===== src/rtl/rei_pkg.sv =====
`default_nettype none
// ============================================================================
// Module      : rei_pkg
// Description : Shared types and constants for the data-bus arbiter slice.
//               XLEN / XBYTES  : data/address width and strobe width
//               arb_mode_e     : arbitration policy selector
//               NUM_DBUS_MGR   : managers sharing the data bus
//               dbus_req_s     : one manager's request bundle
// Revision    : 1.0 - initial release
// ============================================================================
package rei_pkg;

  localparam int XLEN         = 64;
  localparam int XBYTES       = XLEN / 8;
  localparam int NUM_DBUS_MGR = 2;

  typedef enum logic {
    ARB_RR    = 1'b0,
    ARB_FIXED = 1'b1
  } arb_mode_e;

  typedef struct packed {
    logic              arvalid;
    logic              wvalid;
    logic [XLEN-1:0]   addr;
    logic [XLEN-1:0]   wdata;
    logic [XBYTES-1:0] wstrb;
  } dbus_req_s;

endpackage : rei_pkg
`default_nettype wire


===== src/rtl/rr_arb2.sv =====
`default_nettype none
// ============================================================================
// Module      : rr_arb2
// Description : Two-way combinational grant with a round-robin pointer.
// Ports       : clk_i, rst_i  - clock, synchronous active-high reset
//               req0, req1    - request from manager 0 / 1
//               ready         - downstream accepts this cycle
//               gnt           - index of the winning manager
//               rr_q          - round-robin pointer (preferred manager)
// Revision    : 1.0 - initial release
// ============================================================================
module rr_arb2
  import rei_pkg::*;
#(
  parameter arb_mode_e ARB_MODE = ARB_RR
) (
  input  logic clk_i,
  input  logic rst_i,
  input  logic req0,
  input  logic req1,
  input  logic ready,
  output logic gnt,
  output logic rr_q
);

  always_comb begin
    gnt = 1'b0;
    if (req0 && req1) begin
      gnt = (ARB_MODE == ARB_FIXED) ? 1'b0 : rr_q;
    end else if (req1) begin
      gnt = 1'b1;
    end
  end

  // Pointer only moves on a contended grant that is actually taken; it then
  // points at the loser so that manager wins the next contention.
  always_ff @(posedge clk_i) begin
    if (rst_i) begin
      rr_q <= 1'b0;
    end else if (req0 && req1 && ready) begin
      rr_q <= ~gnt;
    end
  end

endmodule : rr_arb2
`default_nettype wire


===== src/rtl/dbus_arbiter.sv =====
`default_nettype none
// ============================================================================
// Module      : dbus_arbiter
// Description : Shares one data-bus port between the LSU (manager 0) and a
//               secondary requester (manager 1). Grants one request per
//               cycle, stalls the loser, and steers the single outstanding
//               read response back to the manager that issued it.
// Ports       : clk_i, rst_i          - clock, synchronous active-high reset
//               mN_arvalid_i/wvalid_i - read / write request from manager N
//               mN_addr/wdata/wstrb_i - request payload from manager N
//               mN_stall_o            - request present but not accepted
//               mN_rvalid/rdata_o     - read response for manager N
//               s_ready_i             - memory accepts a request
//               s_*_o                 - forwarded request to memory
//               s_rdata_i             - read data, 1 cycle after acceptance
// Revision    : 1.0 - initial release
// ============================================================================
module dbus_arbiter
  import rei_pkg::*;
#(
  parameter int        XLEN     = rei_pkg::XLEN,
  parameter int        XBYTES   = XLEN / 8,
  parameter arb_mode_e ARB_MODE = ARB_RR
) (
  input  logic              clk_i,
  input  logic              rst_i,
  input  logic              m0_arvalid_i,
  input  logic              m1_arvalid_i,
  input  logic              m0_wvalid_i,
  input  logic              m1_wvalid_i,
  input  logic [XLEN-1:0]   m0_addr_i,
  input  logic [XLEN-1:0]   m1_addr_i,
  input  logic [XLEN-1:0]   m0_wdata_i,
  input  logic [XLEN-1:0]   m1_wdata_i,
  input  logic [XBYTES-1:0] m0_wstrb_i,
  input  logic [XBYTES-1:0] m1_wstrb_i,
  output logic              m0_stall_o,
  output logic              m1_stall_o,
  output logic              m0_rvalid_o,
  output logic              m1_rvalid_o,
  output logic [XLEN-1:0]   m0_rdata_o,
  output logic [XLEN-1:0]   m1_rdata_o,
  input  logic              s_ready_i,
  output logic              s_arvalid_o,
  output logic              s_wvalid_o,
  output logic [XLEN-1:0]   s_addr_o,
  output logic [XLEN-1:0]   s_awaddr_o,
  output logic [XLEN-1:0]   s_araddr_o,
  output logic [XLEN-1:0]   s_wdata_o,
  output logic [XBYTES-1:0] s_wstrb_o,
  input  logic [XLEN-1:0]   s_rdata_i
);

  logic req0;
  logic req1;
  logic any_req;
  logic gnt;
  logic acc;
  logic rr_q;
  logic rd_pend_q;
  logic rd_owner_q;

  assign req0    = m0_arvalid_i | m0_wvalid_i;
  assign req1    = m1_arvalid_i | m1_wvalid_i;
  assign any_req = req0 | req1;
  assign acc     = any_req & s_ready_i;

  rr_arb2 #(
    .ARB_MODE (ARB_MODE)
  ) u_rr_arb2 (
    .clk_i (clk_i),
    .rst_i (rst_i),
    .req0  (req0),
    .req1  (req1),
    .ready (s_ready_i),
    .gnt   (gnt),
    .rr_q  (rr_q)
  );

  // Forward the winner; with no request every forwarded field is zero.
  always_comb begin
    s_arvalid_o = 1'b0;
    s_wvalid_o  = 1'b0;
    s_addr_o    = '0;
    s_wdata_o   = '0;
    s_wstrb_o   = '0;
    if (any_req) begin
      if (gnt) begin
        s_arvalid_o = m1_arvalid_i;
        s_wvalid_o  = m1_wvalid_i;
        s_addr_o    = m1_addr_i;
        s_wdata_o   = m1_wdata_i;
        s_wstrb_o   = m1_wstrb_i;
      end else begin
        s_arvalid_o = m0_arvalid_i;
        s_wvalid_o  = m0_wvalid_i;
        s_addr_o    = m0_addr_i;
        s_wdata_o   = m0_wdata_i;
        s_wstrb_o   = m0_wstrb_i;
      end
    end
  end

  assign s_awaddr_o = s_addr_o;
  assign s_araddr_o = s_addr_o;

  assign m0_stall_o = req0 & ~(acc & ~gnt);
  assign m1_stall_o = req1 & ~(acc &  gnt);

  // Single outstanding read: data returns exactly one cycle after
  // acceptance, so a one-cycle pending flag plus an owner bit is enough and
  // a new read can be accepted while the previous one returns.
  always_ff @(posedge clk_i) begin
    if (rst_i) begin
      rd_pend_q  <= 1'b0;
      rd_owner_q <= 1'b0;
    end else begin
      rd_pend_q  <= acc & s_arvalid_o;
      rd_owner_q <= gnt;
    end
  end

  assign m0_rvalid_o = rd_pend_q & ~rd_owner_q;
  assign m1_rvalid_o = rd_pend_q &  rd_owner_q;
  assign m0_rdata_o  = m0_rvalid_o ? s_rdata_i : '0;
  assign m1_rdata_o  = m1_rvalid_o ? s_rdata_i : '0;

endmodule : dbus_arbiter
`default_nettype wire

===== config.mk =====
export PLATFORM = sky130hd
export DESIGN_NAME = dbus_arbiter
export DESIGN_NICKNAME = d
export VERILOG_FILES = /design/src/rtl/rei_pkg.sv /design/src/rtl/rr_arb2.sv /design/src/rtl/dbus_arbiter.sv
export SDC_FILE = /design/constraint.sdc
export NUM_CORES = 1
export LEC_CHECK = 0
export ABC_AREA = 0
export CORE_AREA = 2 2 286 288
export DETAILED_ROUTE_END_ITERATION = 8
export DIE_AREA = 0 0 288 290
export GPL_ROUTABILITY_DRIVEN = 0
export PLACE_DENSITY = 0.31
export SETUP_SLACK_MARGIN = 0.05
export SYNTH_ARGS = -nofsm -noshare
export SYNTH_HDL_FRONTEND = slang
export SYNTH_HIERARCHICAL = 1
export SYNTH_SLANG_ARGS = --single-unit
export TNS_END_PERCENT = 5

===== constraint.sdc =====
create_clock -name clk_i -period 2 [get_ports clk_i]
set_input_delay 0.3 -clock clk_i [delete_from_list [all_inputs] [get_ports clk_i]]
set_output_delay 0.3 -clock clk_i [all_outputs]
set_load 0.03 [all_outputs]

# Yosys cells after proc, flatten, opt, wreduce, memory -nomap -nowiden
# Cells that the tools add are included.
dict set report totals {
  regBits 3
  input_bits 343
  out_inout_bits 398
  word_cells 34
}
dict set report classes {
  n_mux 14
  n_bitwise 15
  reduce_logical 2
}
# cell n
set ops {}
lappend ops {{$mux 64} 6}
lappend ops {{$mux 8} 2}
lappend ops {{$and 1x1->1} 8}
lappend ops {{$mux 1} 6}
lappend ops {{$not 1->1} 4}
lappend ops {{$or 1x1->1} 3}
lappend ops {{$logic_and 1x1->1} 2}

# Depth between registers and ports, before layout
# Gate-level depths: netlist of run 1.
dict set report depth {
  depth_word 7
  depth_mapped 8
  depth_no_buf 4
}

# Cells and area by module
# The synthesis of run 1 kept the hierarchy.
# mod instances cells_per_inst area_per_inst_um2 seq_area_each_um2
set by_module_without_submodules {}
lappend by_module_without_submodules {dbus_arbiter 1 594 4057.6 40.0}
lappend by_module_without_submodules {rr_arb2 1 7 61.3 20.0}

# Least setup slack after synthesis of run 1
# Ideal clock, no wire load.
dict set report synth_timing {
  path_kind {in2out}
  start {in m0_arvalid_i}
  end {out s_araddr_o[55]}
  arrival_time_ns 2.103
  required_ns 1.700
  path_slack_ns -0.403
  path_stages 8
  n_path_buf 4
  path_cell_list {or2_2 a21boi_0 buf_2 buf_4 buf_4 mux2i_1 nor2_1 buf_4}
}
dict set report synth_via {
  elab_chain_cells 5
  elab_cells_between_ends 6
  cone_classes {mux (3); bitwise (2); reduce/logical (1)}
}
# item line
set synth_lines {}
lappend synth_lines {{from (decl)} dbus_arbiter.sv:27} ;# input logic m0_arvalid_i,
lappend synth_lines {{$or 1x1->1} dbus_arbiter.sv:63} ;# assign req0 = m0_arvalid_i | m0_wvalid_i;
lappend synth_lines {{$logic_and 1x1->1} rr_arb2.sv:28} ;# if (req0 && req1) begin
lappend synth_lines {{$mux 1} rr_arb2.sv:28}
lappend synth_lines {{net gnt} dbus_arbiter.sv:57} ;# logic gnt;
lappend synth_lines {{$mux 64} dbus_arbiter.sv:88} ;# if (gnt) begin
lappend synth_lines {{$mux 64} dbus_arbiter.sv:87} ;# if (any_req) begin
lappend synth_lines {{to (decl)} dbus_arbiter.sv:48} ;# output logic [XLEN-1:0] s_araddr_o,
# The timed path passes the listed nets, and every way through them passes these cells.

# Final worst setup path of run 1
dict set report layout_timing {
  start {in m1_arvalid_i}
  end {out s_awaddr_o[41]}
}
dict set report layout_via {
  elab_chain_cells 5
  elab_cells_between_ends 7
  cone_classes {mux (4); bitwise (2); reduce/logical (1)}
}
# item line
set layout_lines {}
lappend layout_lines {{from (decl)} dbus_arbiter.sv:28} ;# input logic m1_arvalid_i,
lappend layout_lines {{$or 1x1->1 (*)} dbus_arbiter.sv:64} ;# assign req1 = m1_arvalid_i | m1_wvalid_i;
lappend layout_lines {{net req1} dbus_arbiter.sv:55} ;# logic req1;
lappend layout_lines {{$mux 1 or $logic_and 1x1->1 (tied branches)} {rr_arb2.sv:30, rr_arb2.sv:28}}
lappend layout_lines {{$mux 1 (*)} rr_arb2.sv:28}
lappend layout_lines {{net gnt} dbus_arbiter.sv:57}
lappend layout_lines {{$mux 64 (*)} dbus_arbiter.sv:88}
lappend layout_lines {{$mux 64 (*)} dbus_arbiter.sv:87}
lappend layout_lines {{to (decl)} dbus_arbiter.sv:47} ;# output logic [XLEN-1:0] s_awaddr_o,
# The timed path passes the listed nets; every way through them passes the cells marked *.

==> results of run 1 <==
-- flip-flops by register name, indices dropped and copies added, names as in the netlist --
signal / count
u_rr_arb2/rr_q: 1
rd_pend_q: 1
rd_owner_q: 1
-- worst max-delay path, stage by stage --
cell      delay [ns]
buf_6           0.09
or2_4           0.24
a21boi_4        0.15
buf_12          0.13
buf_16          0.15
buf_16          0.15
buf_16          0.16
buf_12          0.15
mux2i_2         0.15
nor2_2          0.21
buf_4           0.21
-- cell usage in the layout, fill, tap and decap left out, types with 4 or more instances in the layout --
master | Yosys | layout
clkdlybuf4s50_1 | 0 | 338
buf_4 | 141 | 326
buf_6 | 5 | 79
mux2i_1 | 136 | 73
nor2_2 | 0 | 69
and2_1 | 65 | 65
and3_1 | 64 | 64
buf_12 | 0 | 58
nor2_1 | 138 | 48
mux2i_2 | 0 | 33
mux2i_4 | 0 | 30
nor2_4 | 0 | 21
clkdlybuf4s15_2 | 0 | 20
buf_16 | 0 | 10
buf_8 | 0 | 9
buf_2 | 13 | 4
-- cell families (layout without fill, tap and decap cells) --
group / Yosys count / after routing / synth area share
compound gates: 3 / 3 / 0.00547
buf+inv: 182 / 851 / 0.308
flops: 3 / 3 / 0.0146
mux: 139 / 139 / 0.340
other cells: 0 / 2 / 0
simple gates: 274 / 274 / 0.333
-- routing by layer --
layer  up-vias  global-route usage
met5         -                   0
met4         4             0.00720
met3        28              0.0248
met2       426               0.209
met1      3135               0.113
li1       3192                   -
-- path summary, 6_finish.rpt --
kind	from	to	slack, ns
setup / recovery	m1_arvalid_i	s_awaddr_o[41]	-0.44
hold / removal	m0_arvalid_i	rd_pend_q	0.59
setup reg to reg	u_rr_arb2/rr_q	rd_pend_q	0.47
hold reg to reg	u_rr_arb2/rr_q	u_rr_arb2/rr_q	0.70
-- Yosys cell counts, drive strengths merged --
cell | count | share of area
a21boi | 3 | 0.0055
and2 | 65 | 0.099
and3 | 64 | 0.097
and3b | 1 | 0.0021
buf | 159 | 0.29
clkbuf | 21 | 0.019
dfxtp | 3 | 0.015
inv | 2 | 0.0018
mux2 | 3 | 0.0091
mux2i | 136 | 0.33
nand3 | 1 | 0.0012
nor2 | 138 | 0.13
nor2b | 2 | 0.0030
nor4 | 1 | 0.0015
or2 | 2 | 0.0030
-- timing repair --
item	in CTS	in global routing
pin swaps	7	5
gates cloned	5	0
buffers inserted	17	13
setup endpoints to repair	269	268
gates resized for setup	245	87
-- cell type report --
cell class | count | area (µm²) | area share
repair buffers | 845 | 8570 | 0.625
multi-input cells | 416 | 3660 | 0.267
well taps | 1060 | 1330 | 0.0968
clock buffers | 4 | 78.8 | 0.00575
flip-flops and latches | 3 | 61.3 | 0.00447
inverters | 2 | 7.51 | 0.000548
diodes | 2 | 5.00 | 0.000365
-- power by group through the flow --
stage,registers (mW),logic (mW),clock network (mW)
2_1_floorplan,0.0677,2.60,0
3_3_place_gp,0.0693,4.75,0
3_5_place_dp,0.0693,4.75,0
4_1_cts,0.0685,5.23,0.326
5_1_grt,0.0697,5.55,0.334
6_report,0.0693,5.30,0.320
-- per-stage QoR --
| step | setup WS [ns] | power (mW) | utilization | setup TNS, ns |
|---|---|---|---|---|
| 2_1_floorplan | -0.161 | 2.67 | - | -18.38 |
| 3_3_place_gp | -1.05 | 4.82 | 0.152 | -203.20 |
| 3_5_place_dp | -1.07 | 4.82 | 0.152 | -196.06 |
| 4_1_cts | -0.502 | 5.63 | 0.166 | -86.54 |
| 5_1_grt | -0.486 | 5.95 | 0.171 | -86.84 |
| 6_report | -0.438 | 5.69 | 0.171 | -69.68 |
==> out/qor.csv, run 1 <==
stage,metric,value,unit
outcome,status,"complete, but fails checks",
outcome,violations in the final reports,setup timing,
die,I/O Pins,741,
detailed_routing,DR top layer,met5,
pwr,leakage,5.92,nW
die,row count,104,
clocking,clk slew on worst S/H paths,0.03,ns
logic_synthesis,register area share after synthesis,0.0146,
sta,Final Hold Vio Count,0,
sta,Final Worst Setup Slack,-0.438,ns
place,DP Cell Count,2297,
pwr,Power Dens Cells,415,mW/mm²
pwr,internal power,2.83,mW
sta,Slew Limit Fails,0,
die,starting density of the core,0.0514,
detailed_routing,met2 WL,25400,µm
detailed_routing,drt first-iter violations,90,
clocking,Worst-Skew Late Latency,0.22,ns
pwr,Switching Share,0.503,
global_routing,vias in the first global route,7211,
sta,Slew HR,0.751,
sta,Fin Clk Skew,0.00194,ns
pwr,Switch Pwr,2.86,mW
final_layout,fill count,9098,
detailed_routing,DRT antenna net count,0,
place,IO buf count,740,
logic_synthesis,"Distinct cells, synth",19,
detailed_routing,met3 routed WL,3720,µm
detailed_routing,post-DR wirelength/cell,20.1,µm
final_layout,fin nets,1614,
die,DIE HEIGHT,290,µm
worst_setup_path,CP Max Fanout,6,
sta,RSZ-0062 raised after global routing,yes,
worst_hold_path,worst hold path type,input port to flip-flop,
detailed_routing,drt first pass iters,4,
detailed_routing,# DRC,0,
pwr,maximum resistive drop on vdd,0.000175,V
pwr,combinational share of power,0.932,
worst_setup_path,reg2reg path depth,7,
global_routing,first-pass GRT wire length,61300,µm
place,Post-DP HPWL,41800,µm
sta,final period utilization,1.22,
sta,fmax,410,MHz
detailed_routing,total length of routed wires,46800,µm
logic_synthesis,Mapped Area,0.00412,mm²
clocking,"Hold-fix buffers, CTS",0,
final_layout,cell area after layout,0.0137,mm²
global_routing,largest net degree at the start of global routing,66,
global_routing,GRT Total Usage,0.104,
logic_synthesis,#FFs+latches synth,3,
sta,clock period minus worst slack,2.44,ns
place,"Cell Area, Placed",0.0122,mm²
logic_synthesis,Synthesis Warnings,6,
worst_setup_path,crit start category,input port,
sta,Worst Hold Margin,0.586,ns
pwr,Seq pwr share,0.012,
logic_synthesis,synthesized net count,944,
clocking,total CTS buffers,3,
final_layout,Non-Filler Instances,2332,
logic_synthesis,Synth Instances,601,
detailed_routing,vias post-DR,6785,
worst_setup_path,Worst Path Arrival,2.14,ns
global_routing,initial antenna violation count,12,
pwr,clock share of power,0.056,
final_layout,area growth from synthesis to layout,233,%
worst_hold_path,Hold Path Cell Cnt,4,
logic_synthesis,average cell area after synthesis,6.85,µm²
detailed_routing,Metal-1 WL,17300,µm
global_routing,grt ovf,0,
detailed_routing,post-DR vias/cell,2.91,
sta,Least-Margin Pin Slew,0.371,ns
clocking,CTS tree,done,
job,max capacitance violation total,0,
die,Die ar.,0.0835,mm²
worst_setup_path,WS Path Type,input port to primary output,
final_layout,layout cells sized above 1,0.530,
die,width of the chip,288,µm
sta,Setup Viol. Count Final,264,
clocking,clk root buf,clkbuf_16,
clocking,CTS HTree Levels,1,
clocking,Clock Sinks,3,
die,Core Footprint,0.0802,mm²
clocking,Max clock buf depth,2,
worst_setup_path,critical path required time,1.70,ns
worst_setup_path,Worst setup EP type,primary output,
Note: power is estimated with default switching activity, not from simulation.
==> run 2: changes to the inputs <==
HOLD_SLACK_MARGIN = 0.15   (was default)
==> results of run 2 <==
No change in the layout: final DEF, timing and power equal those of run 1.
==> run 3: changes to the inputs <==
SLEW_MARGIN = 40   (was default)
==> results of run 3 <==
No change in the layout: final DEF, timing and power equal those of run 1.
